$ cat config.mk
export PLATFORM = sky130hd
export DESIGN_NAME = phase_sequencer
export DESIGN_NICKNAME = d
export VERILOG_FILES = /design/src/rtl/processor_pkg.sv /design/src/rtl/phase_sequencer_rise_detect.sv /design/src/rtl/phase_sequencer.sv
export SDC_FILE = /design/constraint.sdc
export NUM_CORES = 1
export LEC_CHECK = 0
export ABC_AREA = 1
export CAP_MARGIN = 25
export CORE_ASPECT_RATIO = 1.5
export CORE_MARGIN = 8
export CORE_UTILIZATION = 48
export DETAILED_ROUTE_END_ITERATION = 6
export PLACE_DENSITY = 0.78
export SLEW_MARGIN = 20
export SYNTH_ARGS = -nofsm -noshare
export SYNTH_HDL_FRONTEND = slang
export SYNTH_SLANG_ARGS = --single-unit
export TNS_END_PERCENT = 30
$ cat constraint.sdc
create_clock -name clock -period 1.5 [get_ports clock]
set_input_delay 0.15 -clock clock [delete_from_list [all_inputs] [get_ports clock]]
set_output_delay 0.15 -clock clock [all_outputs]
set_load 0.03 [all_outputs]
$ cat src/rtl/processor_pkg.sv
// Shared types and constants for the multicycle processor control path.
// Holds the sequencer state enum, phase encodings and default reset-strobe length.
package processor_pkg;

   typedef enum logic [2:0] {
      INIT = 3'd0,
      STOP = 3'd1,
      P1   = 3'd2,
      P2   = 3'd3,
      P3   = 3'd4,
      P4   = 3'd5,
      P5   = 3'd6
   } state_t;

   localparam logic [2:0] PH_IDLE = 3'd0;
   localparam logic [2:0] PH_1    = 3'd1;
   localparam logic [2:0] PH_2    = 3'd2;
   localparam logic [2:0] PH_3    = 3'd3;
   localparam logic [2:0] PH_4    = 3'd4;
   localparam logic [2:0] PH_5    = 3'd5;

   localparam int REG_RESET_CYCLES_DEF = 2;

   function automatic logic [2:0] phase_of(input state_t s);
      case (s)
         P1:      return PH_1;
         P2:      return PH_2;
         P3:      return PH_3;
         P4:      return PH_4;
         P5:      return PH_5;
         default: return PH_IDLE;
      endcase
   endfunction

endpackage

$ cat src/rtl/phase_sequencer_rise_detect.sv
// Single-bit rising-edge detector with a configurable reset value for the history flop.
// A reset value of 1 keeps an input held through reset from registering as an edge.
module rise_detect #(
   parameter logic RESET_VALUE = 1'b1
) (
   input  logic clock,
   input  logic reset,
   input  logic level,
   output logic rise
);

   logic level_q;

   // NOTE: sequential state uses non-blocking assignment so every flop samples pre-edge values.
   always_ff @(posedge clock or negedge reset) begin
      if (!reset) level_q <= RESET_VALUE;
      else        level_q <= level;
   end

   assign rise = level & ~level_q;

endmodule

$ cat src/rtl/phase_sequencer.sv
// Run/stop phase sequencer: INIT -> STOP -> P1..P5 with halt, exec stop and P2 wait states.
// Build option SINGLE_STEP_EN adds input step_mode, which forces P5 to STOP on every instruction.
module phase_sequencer
   import processor_pkg::*;
#(
   parameter int REG_RESET_CYCLES = REG_RESET_CYCLES_DEF,
   parameter int COUNT_W          = 16
) (
   input  logic               clock,
   input  logic               reset,
`ifdef SINGLE_STEP_EN
   input  logic               step_mode,
`endif
   input  logic               exec,
   input  logic               halt_req,
   input  logic               mem_wait,
   output logic [2:0]         phase,
   output logic               p1,
   output logic               p2,
   output logic               p3,
   output logic               p4,
   output logic               p5,
   output logic               running,
   output logic               register_reset,
   output logic [COUNT_W-1:0] instr_count
);

   localparam int INIT_W = (REG_RESET_CYCLES > 1) ? $clog2(REG_RESET_CYCLES) : 1;
   localparam logic [INIT_W-1:0] INIT_LAST = INIT_W'(REG_RESET_CYCLES - 1);

   state_t              state;
   state_t              state_next;
   logic [INIT_W-1:0]   init_cnt;
   logic                stop_pending;
   logic                exec_rise;
   logic                step;
   logic                stop_now;

`ifdef SINGLE_STEP_EN
   assign step = step_mode;
`else
   assign step = 1'b0;
`endif

   rise_detect #(.RESET_VALUE(1'b1)) u_exec_rise (
      .clock (clock),
      .reset (reset),
      .level (exec),
      .rise  (exec_rise)
   );

   assign stop_now = halt_req | stop_pending | exec_rise | step;

   // NOTE: every combinational output gets a default first so no path can infer a latch.
   always_comb begin
      state_next = state;
      case (state)
         INIT:    if (init_cnt == INIT_LAST) state_next = STOP;
         STOP:    if (exec_rise) state_next = P1;
         P1:      state_next = P2;
         P2:      if (!mem_wait) state_next = P3;
         P3:      state_next = P4;
         P4:      state_next = P5;
         P5:      state_next = stop_now ? STOP : P1;
         default: state_next = INIT;
      endcase
   end

   always_ff @(posedge clock or negedge reset) begin
      if (!reset) begin
         state        <= INIT;
         init_cnt     <= '0;
         stop_pending <= 1'b0;
         instr_count  <= '0;
      end else begin
         state <= state_next;
         if (state == INIT) init_cnt <= init_cnt + 1'b1;
         // A stop request made mid-instruction is remembered until the instruction retires.
         if (state_next == STOP)
            stop_pending <= 1'b0;
         else if (exec_rise && (state inside {P1, P2, P3, P4}))
            stop_pending <= 1'b1;
         if (state == P5) instr_count <= instr_count + 1'b1;
      end
   end

   assign phase          = phase_of(state);
   assign p1             = (state == P1);
   assign p2             = (state == P2);
   assign p3             = (state == P3);
   assign p4             = (state == P4);
   assign p5             = (state == P5);
   assign running        = (phase != PH_IDLE);
   assign register_reset = (state == INIT);

endmodule

After elaboration in Yosys (flattened, before gate mapping)
Cells that the tools add are included.
{"block": "totals", "reg_bits": 22, "in_bits": 5, "output_inout_bits": 26, "word_cells": 31}
{"block": "op_classes", "n_addsub": 2, "n_eq_ne": 7, "mux": 8, "bitwise": 4, "n_reduce_logical": 5}
{"cell": "$pmux W3 S7", "count": 1}
{"cell": "$add A16 B1 Y16 const B", "count": 1}
{"cell": "$pmux W3 S5", "count": 1}
{"cell": "$eq A3 B3 Y1 const B", "count": 3}
{"cell": "$mux W3", "count": 3}
{"cell": "$eq A3 B1 Y1 const B", "count": 2}
{"cell": "$eq A3 B2 Y1 const B", "count": 2}
{"cell": "$reduce_bool A4 Y1", "count": 1}
{"cell": "$logic_not A3 Y1", "count": 1}
{"cell": "$reduce_bool A3 Y1", "count": 1}
{"cell": "$mux W1", "count": 2}
{"cell": "$mux W2", "count": 1}
{"cell": "$or A1 B1 Y1", "count": 2}
{"cell": "$reduce_bool A2 Y1", "count": 1}
{"cell": "$add A1 B1 Y1 const B", "count": 1}
{"cell": "$and A1 B1 Y1", "count": 1}
{"cell": "$logic_and A1 B1 Y1", "count": 1}
{"cell": "$not A1 Y1", "count": 1}

Depth between registers and ports, before layout
Gate-level depths: netlist (run 1).
{"block": "logic_depth", "ltp_word": 7, "ltp_mapped": 8, "depth_no_buf": 8}

Modules after synthesis
From an unflattened synthesis (run 1), not the netlist that was laid out.
{"block": "unflattened", "cells_unflattened": 171, "hier_area_um2": 1263.7}
{"mod": "phase_sequencer", "instances": 1, "cells_each": 168, "area_each_um2": 1227.4, "seq_area_each_um2": 525.5}
{"mod": "rise_detect", "instances": 1, "cells_each": 3, "area_each_um2": 36.3, "seq_area_each_um2": 26.3}

Least setup slack after synthesis (run 1)
OpenSTA, ideal clock, no wires.
{"block": "synth_timing", "path_kind": "register to register", "from": "register instr_count[0]", "to": "register instr_count[12]", "setup_ps": 118, "arrival_ps": 1401, "required_ps": 1382, "slack_ps": -19, "stages_incl_launch_ff": 9, "path_buffers": 0, "synth_period_minus_slack_ps": 1519, "path_cell_list": "dfrtp_1 > ha_1 > nand3_1 > nor2_4 > nand3b_4 > clkinv_1 > nand2_1 > nand2_1 > nand2_1"}
{"block": "synth_via", "elab_chain_len": 1}
{"item": "from (decl)", "line_no": "phase_sequencer.sv:25", "text": "output logic [COUNT_W-1:0] instr_count"}
{"item": "from (signal assigned)", "line_no": "phase_sequencer.sv:83", "text": "if (state == P5) instr_count <= instr_count + 1'b1;"}
{"item": "$add A16 B1 Y16", "line_no": "phase_sequencer.sv:83"}
No other way between the ends.
A chain may end at the register's enable or synchronous reset.

Worst setup path in the final report (run 1)
{"block": "layout_timing", "from": "register state[2]", "to": "output port running"}
{"block": "layout_via", "elab_chain_len": 3, "word_cells_on_any_way": 7, "classes_between": "eq/ne: 5; mux: 1; reduce/logical: 1"}
{"item": "from (decl)", "line_no": "phase_sequencer.sv:31", "text": "state_t state;"}
{"item": "from (signal assigned)", "line_no": "phase_sequencer.sv:76", "text": "state <= state_next;"}
{"item": "$eq A3 B3 Y1 / $eq A3 B2 Y1 (equally long branches)", "line_no": "processor_pkg.sv:25", "text": "case (s)"}
{"item": "$pmux W3 S5 (*)", "line_no": "processor_pkg.sv:25"}
{"item": "$reduce_bool A3 Y1 (*)", "line_no": "phase_sequencer.sv:93", "text": "assign running = (phase != PH_IDLE);"}
{"item": "to (decl)", "line_no": "phase_sequencer.sv:23", "text": "output logic running,"}
Every way passes the cells marked *; elsewhere a longest branch is shown, timed or not.

==> results.py, run 1 <==
metrics = {
    "status": {
        "status": "complete, but fails checks",
        "violations": "negative setup slack",
    },
    "floorplanning": {
        "die_w_um": 57.46,
        "ios": 31,
        "start_util_pct": 50.51,
        "core_area_mm2": 0.002450,
        "die_h_um": 78.19,
        "die_area_mm2": 0.004492,
        "num_rows": 22,
    },
    "cells_and_area": {
        "area_growth_pct": 36.70,
        "nFillCells": 196,
        "final_layout_size_suffix_gt1_share_pct": 22.22,
        "multi_input_area_um2": 648.1,
        "insertedDiodeCount": 0,
        "post-route-util_pct": 69.05,
        "nNetsFinal": 214,
        "regArea_um2": 556.8,
    },
    "synth": {
        "syn_inst": 163,
        "synth-main-ff-cell": "dfrtp_1",
        "synth_common_cells": "nand2_1 (61), dfrtp_1 (21), nor2_1 (20)",
        "syn_area_mm2": 0.001237,
        "synth_edf_count": 0,
        "syn-num-nets": 169,
        "avgSynthCellArea_um2": 7.592,
        "synth_top_area_cell": "dfrtp_1",
        "async_reset_ff_share_pct": 100.0,
        "ys_warn_count": 0,
        "yosysUniqueCellTypes": 23,
        "yosysMostFrequentCell": "nand2_1",
        "synth_area_leaders": "dfrtp_1 (42%), nand2_1 (19%), nor2_1 (6.1%)",
        "ys_seq_area_share_pct": 44.59,
        "ys_ff_latch": 22,
        "synth_top_area_share_pct": 42.47,
    },
    "timing": {
        "hold_viol": 0,
        "fmax_mhz": 662.4,
        "hold_ws_ps": 181.4,
        "rsz0062_at_grt": "yes",
        "relSlewSlack_pct": 78.01,
        "slew_violations": 0,
        "fin_ws_ps": -9.597,
        "fin_crit_sh_pct": 100.6,
        "clock_skew_ps": 4.827,
        "tightest_slew_ps": 331.2,
        "period_minus_slack_ps": 1510,
        "setup_viol": 1,
    },
    "pwr": {
        "p_clk_share_pct": 12.7,
        "switchingPower_uw": 1158,
        "seq_power_share_pct": 34.0,
        "p_leak_uw": 0.0009406,
        "pwr-share-comb_pct": 53.3,
        "power_density_mw_per_mm2": 1513,
        "power_uw": 2559,
        "peakVddDrop_mv": 0.8254,
        "internal_power_uw": 1401,
        "swShare_pct": 45.25,
    },
    "global_routing": {
        "track_usage_pct": 14.20,
        "grt_pass1_vias": 1206,
        "antenna_found_initial": 0,
        "grt_max_degree": 23,
        "overflow": 0,
        "grt_pass1_wl_um": 5250,
    },
    "clock_tree": {
        "clkTransAtPathRegs_ps": 120,
        "cts_max_path_buffers": 2,
        "tritoncts": "yes",
        "clock-root-buffer": "clkbuf_4",
        "cts_hold_buf": 0,
        "clock_latency_ps": 310,
        "cts_made_buffers": 3,
        "cts.sinks": 22,
        "cts-htree-levels": 1,
    },
    "critical_path": {
        "crit_type": "reg -> out",
        "critPathMaxFanout": 5,
        "end_kind": "output port",
        "critPathRequiredTime_ps": 1350,
        "crit_arrival_ps": 1360,
        "start_kind": "flip-flop",
        "r2r_cells": 9,
    },
    "placement": {
        "dp_slack_ps": 86.05,
        "routabilityCongestion": 0.8594,
        "portBuffers": 30,
        "dp.final_hpwl_um": 2349,
    },
    "route": {
        "top_layer": "met4",
        "wl_met3_um": 148,
        "drtAntennaViolNets": 0,
        "met2WireLength_um": 1651,
        "post_drt_wl_per_cell_um": 13.56,
        "num_vias": 1165,
        "drc": 0,
        "via_per_inst": 5.043,
        "m1WireLength_um": 1270,
        "dr.pass1.iters": 4,
        "wirelength_um": 3132,
        "drt_iter0_markers": 25,
    },
    "min_path": {
        "hold_path_class": "in -> async",
    },
    "run": {
        "cap_violations": 0,
    },
}
-- cell families after synthesis --
family,synth area share (%)
DFF,44.59
and+or+nand+nor,37.21
AOI/OAI and AO/OA,4.752
xor gates and xnor gates,6.370
adders and majority gates,1.011
buffers and inverters,6.067
-- layout make-up --
type	instances	share of cell area, %
clock buffer	4	2.145
inverter	20	4.882
multi-input combinational	121	38.31
sequential	22	32.91
tap	24	1.775
timing repair buffer	40	19.97
-- repair_timing --
| action | CTS | global route |
|---|---|---|
| hold endpoints to repair | 0 | 0 |
| resized for setup | 27 | 7 |
| setup buffers | 3 | 6 |
| endpoints found under the setup margin | 21 | 7 |
| pin swaps | 1 | 2 |
-- power by group through the flow --
stage | logic [uW] | clock network [uW] | registers [uW]
after floorplan | 657 | 0 | 873
after global placement | 1090 | 0 | 823
after detailed placement | 1120 | 0 | 832
after CTS | 1180 | 330 | 846
after global routing | 1470 | 347 | 890
final | 1360 | 325 | 871
-- through the flow --
| stage | instances | setup TNS [ps] | area, um2 |
|---|---|---|---|
| 5_1_grt | 231 | -155.8 | 1692 |
| 3_5_place_dp | 218 | 0 | 1551 |
| 3_3_place_gp | 218 | 0 | 1551 |
| 2_1_floorplan | 163 | -0.6151 | 1239 |
| 4_1_cts | 225 | 0 | 1618 |
| 6_report | 231 | -9.597 | 1692 |
-- worst paths after layout --
path | start | to | slack, ps
max in group asynchronous | reset | u_exec_rise.level_q | 1040
worst min register to register | init_cnt | init_cnt | 480
worst max-delay path | state[2] | running | -10
min in group clock | exec | u_exec_rise.level_q | 260
worst max register to register | state[0] | instr_count[12] | 100
worst min-delay path | reset | instr_count[7] | 180
-- worst max-delay path, stage by stage (launching register included) --
cell     delay [ps]
dfrtp_2         490
inv_4           100
nand3_2         110
nand2_2         110
nor2_1           50
nand2_1          60
buf_6           130
-- per-layer routing --
metal	global-route usage, %	up-vias
met5	0	-
met2	26.50	25
met3	3.263	7
met4	5.793	0
met1	14.55	541
li1	-	592
-- state kept, by name, summed over array words and instances, names as in the netlist --
name	flops
u_exec_rise.level_q	1
stop_pending	1
init_cnt	1
instr_count	16
state	3
-- placed cells by master, fill, tap and decap left out, types with 4 or more instances in the layout --
cell type,instances
buf_4,18
nand2_1,60
dfrtp_1,17
dfrtp_2,4
nand3_1,5
xnor2_1,4
dlygate4sd2_1,16
nor2_4,4
inv_1,15
nor2_1,19
clkdlybuf4s50_1,4
xor2_1,5
No activity file was read; power rests on OpenSTA's default activity.
==> run 2: changes to the inputs <==
--- a/config.mk
+++ b/config.mk
@@ -12,7 +12,6 @@
 export CORE_UTILIZATION = 48
 export DETAILED_ROUTE_END_ITERATION = 6
 export PLACE_DENSITY = 0.78
-export SLEW_MARGIN = 20
 export SYNTH_ARGS = -nofsm -noshare
 export SYNTH_HDL_FRONTEND = slang
 export SYNTH_SLANG_ARGS = --single-unit
==> constraint.sdc (replaced) <==
create_clock -name clock -period 1.5 [get_ports clock]
set_input_delay 0.3 -clock clock [delete_from_list [all_inputs] [get_ports clock]]
set_output_delay 0.3 -clock clock [all_outputs]
set_load 0.03 [all_outputs]
==> run 2 against run 1 <==
The run still ends with negative setup slack left. Sequential cell count stayed put. Global-route usage up 0.19 points. Clock skew rose by 1.4 ps. First-iteration DRC count shrank 4.0%. Cell area up 5.0%. Worst setup slack lost 150 ps. Largest power group unchanged.
==> results.py, run 2 (synthesized netlist as in run 1, its figures left out) <==
metrics = {
    "cells_and_area": {
        "largest_reg_flops": 16,
        "insertedDiodeCount": 0,
        "final_layout_size_suffix_gt1_share_pct": 24.41,
        "largest-register": "instr_count",
        "nNetsFinal": 220,
        "area_growth_pct": 43.48,
        "post-route-util_pct": 72.47,
        "largestRegisters": "instr_count (16), state (3)",
        "final_cell_mix": "nand2_1 (59), nor2_1 (19), dfrtp_1 (18), buf_4 (17)",
        "nFillCells": 216,
        "layout_commonest_cell": "nand2_1",
    },
    "critical_path": {
        "r2r_cells": 9,
        "start_kind": "flip-flop",
        "cp_slowest_stage_delay_ps": 460,
        "path_cells": "buf_12, nand3_4, nand2_4, nor2_1, nand2_1, buf_6",
        "critPathRequiredTime_ps": 1200,
        "end_kind": "output port",
        "critPathSlowestCell": "dfrtp_2",
        "crit_arrival_ps": 1360,
        "crit_type": "reg -> out",
        "critPathMaxFanout": 3,
    },
    "pwr": {
        "internal_power_uw": 1448,
        "seq_power_share_pct": 32.2,
        "peakVddDrop_mv": 0.7143,
        "swShare_pct": 44.18,
        "power_density_mw_per_mm2": 1461,
        "switchingPower_uw": 1146,
        "pwr-share-comb_pct": 55.4,
        "p_leak_uw": 0.0009742,
        "p_clk_share_pct": 12.4,
    },
    "floorplanning": {
        "die_area_mm2": 0.004492,
        "num_rows": 22,
        "die_w_um": 57.46,
        "core_area_mm2": 0.002450,
        "start_util_pct": 50.51,
        "die_h_um": 78.19,
        "ios": 31,
    },
    "clock_tree": {
        "clock_latency_ps": 310,
        "cts_max_path_buffers": 2,
        "clock-root-buffer": "clkbuf_4",
        "clkTransAtPathRegs_ps": 120,
        "tritoncts": "yes",
        "cts_made_buffers": 3,
        "cts-htree-levels": 1,
        "cts.sinks": 22,
        "cts_hold_buf": 0,
    },
    "timing": {
        "hold_ws_ps": 320.5,
        "fin_crit_sh_pct": 110.6,
        "relSlewSlack_pct": 79.02,
        "hold_viol": 0,
        "period_minus_slack_ps": 1660,
        "tightest_slew_ps": 316.0,
        "setup_viol": 7,
        "slew_violations": 0,
        "rsz0062_at_grt": "yes",
        "fin_ws_ps": -159.5,
        "fmax_mhz": 602.6,
        "clock_skew_ps": 6.179,
    },
    "global_routing": {
        "grt_max_degree": 23,
        "track_usage_pct": 14.38,
        "antenna_found_initial": 0,
        "overflow": 0,
        "grt_pass1_vias": 1275,
        "grt_pass1_wl_um": 5306,
    },
    "route": {
        "drt_iter0_markers": 24,
        "drc": 0,
        "dr.pass1.iters": 4,
        "num_vias": 1193,
        "via_per_inst": 5.034,
        "wirelength_um": 3097,
        "post_drt_wl_per_cell_um": 13.07,
        "drtAntennaViolNets": 0,
    },
    "min_path": {
        "hold_path_class": "in -> async",
    },
    "placement": {
        "portBuffers": 30,
        "dp.final_hpwl_um": 2409,
        "routabilityCongestion": 0.8833,
    },
    "status": {
        "violations": "negative setup slack",
        "status": "complete, but fails checks",
    },
    "run": {
        "cap_violations": 0,
    },
}
-- run 2: changes by cell type in the layout (fill, tap and decap cells not counted), sizes merged --
cell,delta
buf,+6
clkdlybuf4s15,+2
dlygate4sd2,-2
-- run 2: cell type report --
| class | count | area (um2) | area share (%) |
|---|---|---|---|
| clock buffer | 4 | 36.28 | 2.044 |
| tap | 24 | 30.03 | 1.691 |
| timing repair buffer | 46 | 420.4 | 23.68 |
| inverter | 20 | 80.08 | 4.510 |
| sequential | 22 | 555.5 | 31.29 |
| multi-input combinational | 121 | 653.1 | 36.79 |
-- run 2: final timing paths --
| check | startpoint | endpoint | slack, ps |
|---|---|---|---|
| setup / recovery | state[2] | running | -160 |
| hold / removal | reset | instr_count[7] | 320 |
| setup reg to reg | state[0] | instr_count[11] | 20 |
| hold reg to reg | init_cnt | init_cnt | 480 |
| max in group asynchronous | reset | u_exec_rise.level_q | 900 |
| min in group clock | exec | u_exec_rise.level_q | 420 |
-- run 2: through the flow --
step	std cells	power (uW)	instance area (um2)	TNS, ps	setup WS [ps]
3_5_place_dp	227	1998	1620	0	71.91
2_1_floorplan	163	1531	1240	-19.90	-19.28
6_report	237	2594	1775	-538.4	-159.5
3_3_place_gp	227	1965	1620	0	125.5
4_1_cts	233	2369	1683	-588.7	-182.2
5_1_grt	237	2757	1775	-1452	-214.6
-- run 2: worst max-delay path, delay by kind of cell (launching register included) --
| family | cells | cell delay [ps] |
|---|---|---|
| buffers and inverters | 2 | 280 |
| DFF | 1 | 460 |
| and+or+nand+nor | 4 | 300 |
-- run 2: power groups by stage --
stage / sequential [uW] / combinational, uW / clock (uW)
floorplan: 870 / 661 / 0
global placement: 801 / 1160 / 0
detailed placement: 811 / 1190 / 0
CTS: 814 / 1230 / 329
global route: 854 / 1550 / 353
finish: 836 / 1440 / 321
-- run 2: routing by layer --
layer	GRT usage, %	wire length, um	vias to the layer above
met5	0	0	-
met4	8.060	92	0
met3	4.568	167	9
met2	25.82	1690	33
met1	14.02	1147	545
li1	-	-	606
-- run 2: what timing repair did --
| action | CTS | global route |
|---|---|---|
| pin swaps | 1 | 2 |
| buffers inserted | 2 | 4 |
| resized for setup | 27 | 15 |
| setup endpoints to repair | 26 | 16 |
==> run 3: changes to the inputs <==
--- a/config.mk
+++ b/config.mk
@@ -5,13 +5,12 @@
 export SDC_FILE = /design/constraint.sdc
 export NUM_CORES = 1
 export LEC_CHECK = 0
-export ABC_AREA = 1
 export CAP_MARGIN = 25
 export CORE_ASPECT_RATIO = 1.5
 export CORE_MARGIN = 8
-export CORE_UTILIZATION = 48
+export CORE_UTILIZATION = 46
 export DETAILED_ROUTE_END_ITERATION = 6
-export PLACE_DENSITY = 0.78
+export PLACE_DENSITY = 0.77
 export SYNTH_ARGS = -nofsm -noshare
 export SYNTH_HDL_FRONTEND = slang
 export SYNTH_SLANG_ARGS = --single-unit
==> run 3 against run 2 <==
The run still ends with negative setup slack left. Clock skew rose by 2.5 ps. Cell area down 7.9%. Synthesized cell count is 37% lower. Fmax is 1.2% lower. Sequential share of layout area is 2.5 points higher. Register-to-register slack lost 200 ps. Largest cell class unchanged. Non-clock buffer count up 7. Via count shrank 19%.
==> results.py, run 3 <==
metrics = {
    "status": {
        "status": "complete, but fails checks",
        "violations": "negative setup slack",
    },
    "cells_and_area": {
        "layout_commonest_cell": "buf_4",
        "largest_reg_flops": 16,
        "largest-register": "instr_count",
        "area_growth_pct": 49.20,
        "insertedDiodeCount": 0,
        "final_cell_mix": "buf_4 (27), dfrtp_1 (21), xnor2_1 (10), dlygate4sd2_1 (9), buf_6 (8)",
        "nNetsFinal": 163,
        "largestRegisters": "instr_count (16), state (3)",
        "final_cells": 179,
        "final_layout_size_suffix_gt1_share_pct": 38.46,
    },
    "route": {
        "dr.pass1.iters": 4,
        "via_per_inst": 5.385,
        "drtAntennaViolNets": 0,
        "num_vias": 964,
        "wirelength_um": 2710,
        "drc": 0,
        "post_drt_wl_per_cell_um": 15.14,
        "drt_iter0_markers": 18,
    },
    "clock_tree": {
        "cts_hold_buf": 0,
        "tritoncts": "yes",
        "clock_latency_ps": 310,
        "cts.sinks": 22,
        "clock-root-buffer": "clkbuf_4",
        "cts_made_buffers": 3,
        "cts-htree-levels": 1,
        "cts_max_path_buffers": 2,
        "clkTransAtPathRegs_ps": 120,
    },
    "critical_path": {
        "crit_top_cell": "buf_6",
        "timing.rr.end": "instr_count[10]",
        "critPathMaxFanout": 10,
        "path_cells": "buf_6, buf_6, nand4b_1, nor3_4, and3_4, xor2_1",
        "rr_startpoint": "state[0]",
        "path_buf_inv": 2,
        "r2r_cells": 6,
        "critPathSlowestCell": "dfrtp_1",
        "crit_arrival_ps": 1920,
        "critPathRequiredTime_ps": 1730,
        "cp_slowest_stage_delay_ps": 450,
        "critical-path-top-delay-family": "simple AND/OR/NAND/NOR gates",
        "crit_type": "reg -> reg",
        "end_kind": "flip-flop",
        "start_kind": "flip-flop",
        "rrSetupSlack_ps": -180,
    },
    "synth": {
        "synth-main-ff-cell": "dfrtp_1",
        "syn_inst": 102,
        "ys_seq_area_share_pct": 50.34,
        "syn_area_mm2": 0.001096,
        "synth_top_area_share_pct": 47.95,
        "yosysUniqueCellTypes": 31,
        "avgSynthCellArea_um2": 10.75,
        "ys_warn_count": 0,
        "synth_common_cells": "dfrtp_1 (21), nor2_1 (13), xnor2_1 (10)",
        "yosysMostFrequentCell": "dfrtp_1",
        "synth_top_area_cell": "dfrtp_1",
        "synth_edf_count": 0,
        "async_reset_ff_share_pct": 100.0,
        "ys_ff_latch": 22,
        "synth_area_leaders": "dfrtp_1 (48%), xnor2_1 (8.0%), xor2_1 (4.8%)",
        "syn-num-nets": 108,
    },
    "timing": {
        "setup-tns-final_ps": -2245,
        "slew_violations": 0,
        "hold_ws_ps": 327.6,
        "setup_viol": 20,
        "relSlewSlack_pct": 76.84,
        "period_minus_slack_ps": 1680,
        "rsz0062_at_grt": "yes",
        "fin_crit_sh_pct": 112.0,
        "tightest_slew_ps": 344.8,
        "hold_viol": 0,
        "fin_ws_ps": -180.3,
        "fmax_mhz": 595.1,
        "clock_skew_ps": 8.701,
    },
    "pwr": {
        "peakVddDrop_mv": 1.184,
        "switchingPower_uw": 1150,
        "p_leak_uw": 0.0008612,
        "p_clk_share_pct": 10.8,
        "pwr-share-comb_pct": 57.3,
        "swShare_pct": 44.49,
        "seq_power_share_pct": 31.9,
        "internal_power_uw": 1435,
        "power_uw": 2585,
        "power_density_mw_per_mm2": 1581,
    },
    "global_routing": {
        "track_usage_pct": 12.91,
        "grt_util_met3_pct": 3.667,
        "grt_pass1_vias": 990,
        "busiest_layer": "met2",
        "overflow": 0,
        "use_met2_pct": 25.37,
        "antenna_found_initial": 0,
        "met1_usage_pct": 11.33,
        "grt_pass1_wl_um": 4381,
        "grt_max_degree": 23,
    },
    "placement": {
        "dp_slack_ps": -248.8,
        "dp_cells": 169,
        "routabilityCongestion": 0.8089,
        "dp.final_hpwl_um": 2022,
        "portBuffers": 30,
    },
    "floorplanning": {
        "core_area_mm2": 0.002260,
        "ios": 31,
        "die_h_um": 75.79,
        "die_area_mm2": 0.004233,
        "die_w_um": 55.86,
        "start_util_pct": 48.50,
        "num_rows": 21,
    },
    "min_path": {
        "hold_path_class": "in -> async",
    },
    "run": {
        "cap_violations": 0,
    },
}
run 3: metrics by stage:
step / cell area (um2) / utilization (%)
4_1_cts: 1568 / 69.38
3_5_place_dp: 1503 / 66.50
2_1_floorplan: 1101 / -
5_1_grt: 1635 / 72.37
6_report: 1635 / 72.37
3_3_place_gp: 1503 / 66.50
run 3: what timing repair did:
item | 4_1_cts | 5_1_grt
resized for setup | 31 | 18
pin swaps | 4 | 4
setup endpoints to repair | 30 | 26
setup buffers | 3 | 3
run 3: worst max path at each step:
stage	startpoint	end	slack (ps)	cells past startpoint
5_1_grt	state[0]	instr_count[13]	-260	6
6_report	state[0]	instr_count[10]	-180	6
4_1_cts	state[0]	phase[2]	-190	5
3_3_place_gp	state[0]	phase[1]	-210	4
3_5_place_dp	state[1]	phase[1]	-250	5
2_1_floorplan	state[0]	register_reset	-110	2
run 3: cells by family after synthesis:
family,Yosys count,synth area share [%]
buffers and inverters,7,3.880
AND/OR/NAND/NOR,46,26.03
flip-flops,22,50.34
multiplexers,1,1.027
XOR/XNOR,16,12.78
AO/OA/AOI/OAI,9,4.794
adder cells (fa/ha/maj),1,1.141
run 3: worst reg2reg max path, stage by stage, from the launching register on:
cell,delay [ps]
dfrtp_1,450
buf_6,140
buf_6,130
nand4b_1,250
nor3_4,270
and3_4,210
xor2_1,170
run 3: final cells by class:
type / instances / area, um2
Fill cell: 173 / 624.3
Sequential cell: 22 / 551.8
Clock buffer: 4 / 26.28
Inverter: 4 / 15.01
Timing Repair Buffer: 53 / 451.7
Tap cell: 23 / 28.78
Multi-Input combinational cell: 73 / 561.8
run 3: routing by layer:
metal / routed length [um] / up-vias
met1: 952 / 475
li1: - / 456
met4: 53 / 0
met3: 149 / 6
met2: 1554 / 27
met5: 0 / -
run 3: power groups by stage:
stage / Sequential, uW / Combinational (uW) / Clock (uW)
floorplan: 886 / 731 / 0
global placement: 823 / 1280 / 0
detailed placement: 831 / 1310 / 0
CTS: 822 / 1400 / 284
global route: 837 / 1590 / 309
finish: 826 / 1480 / 278
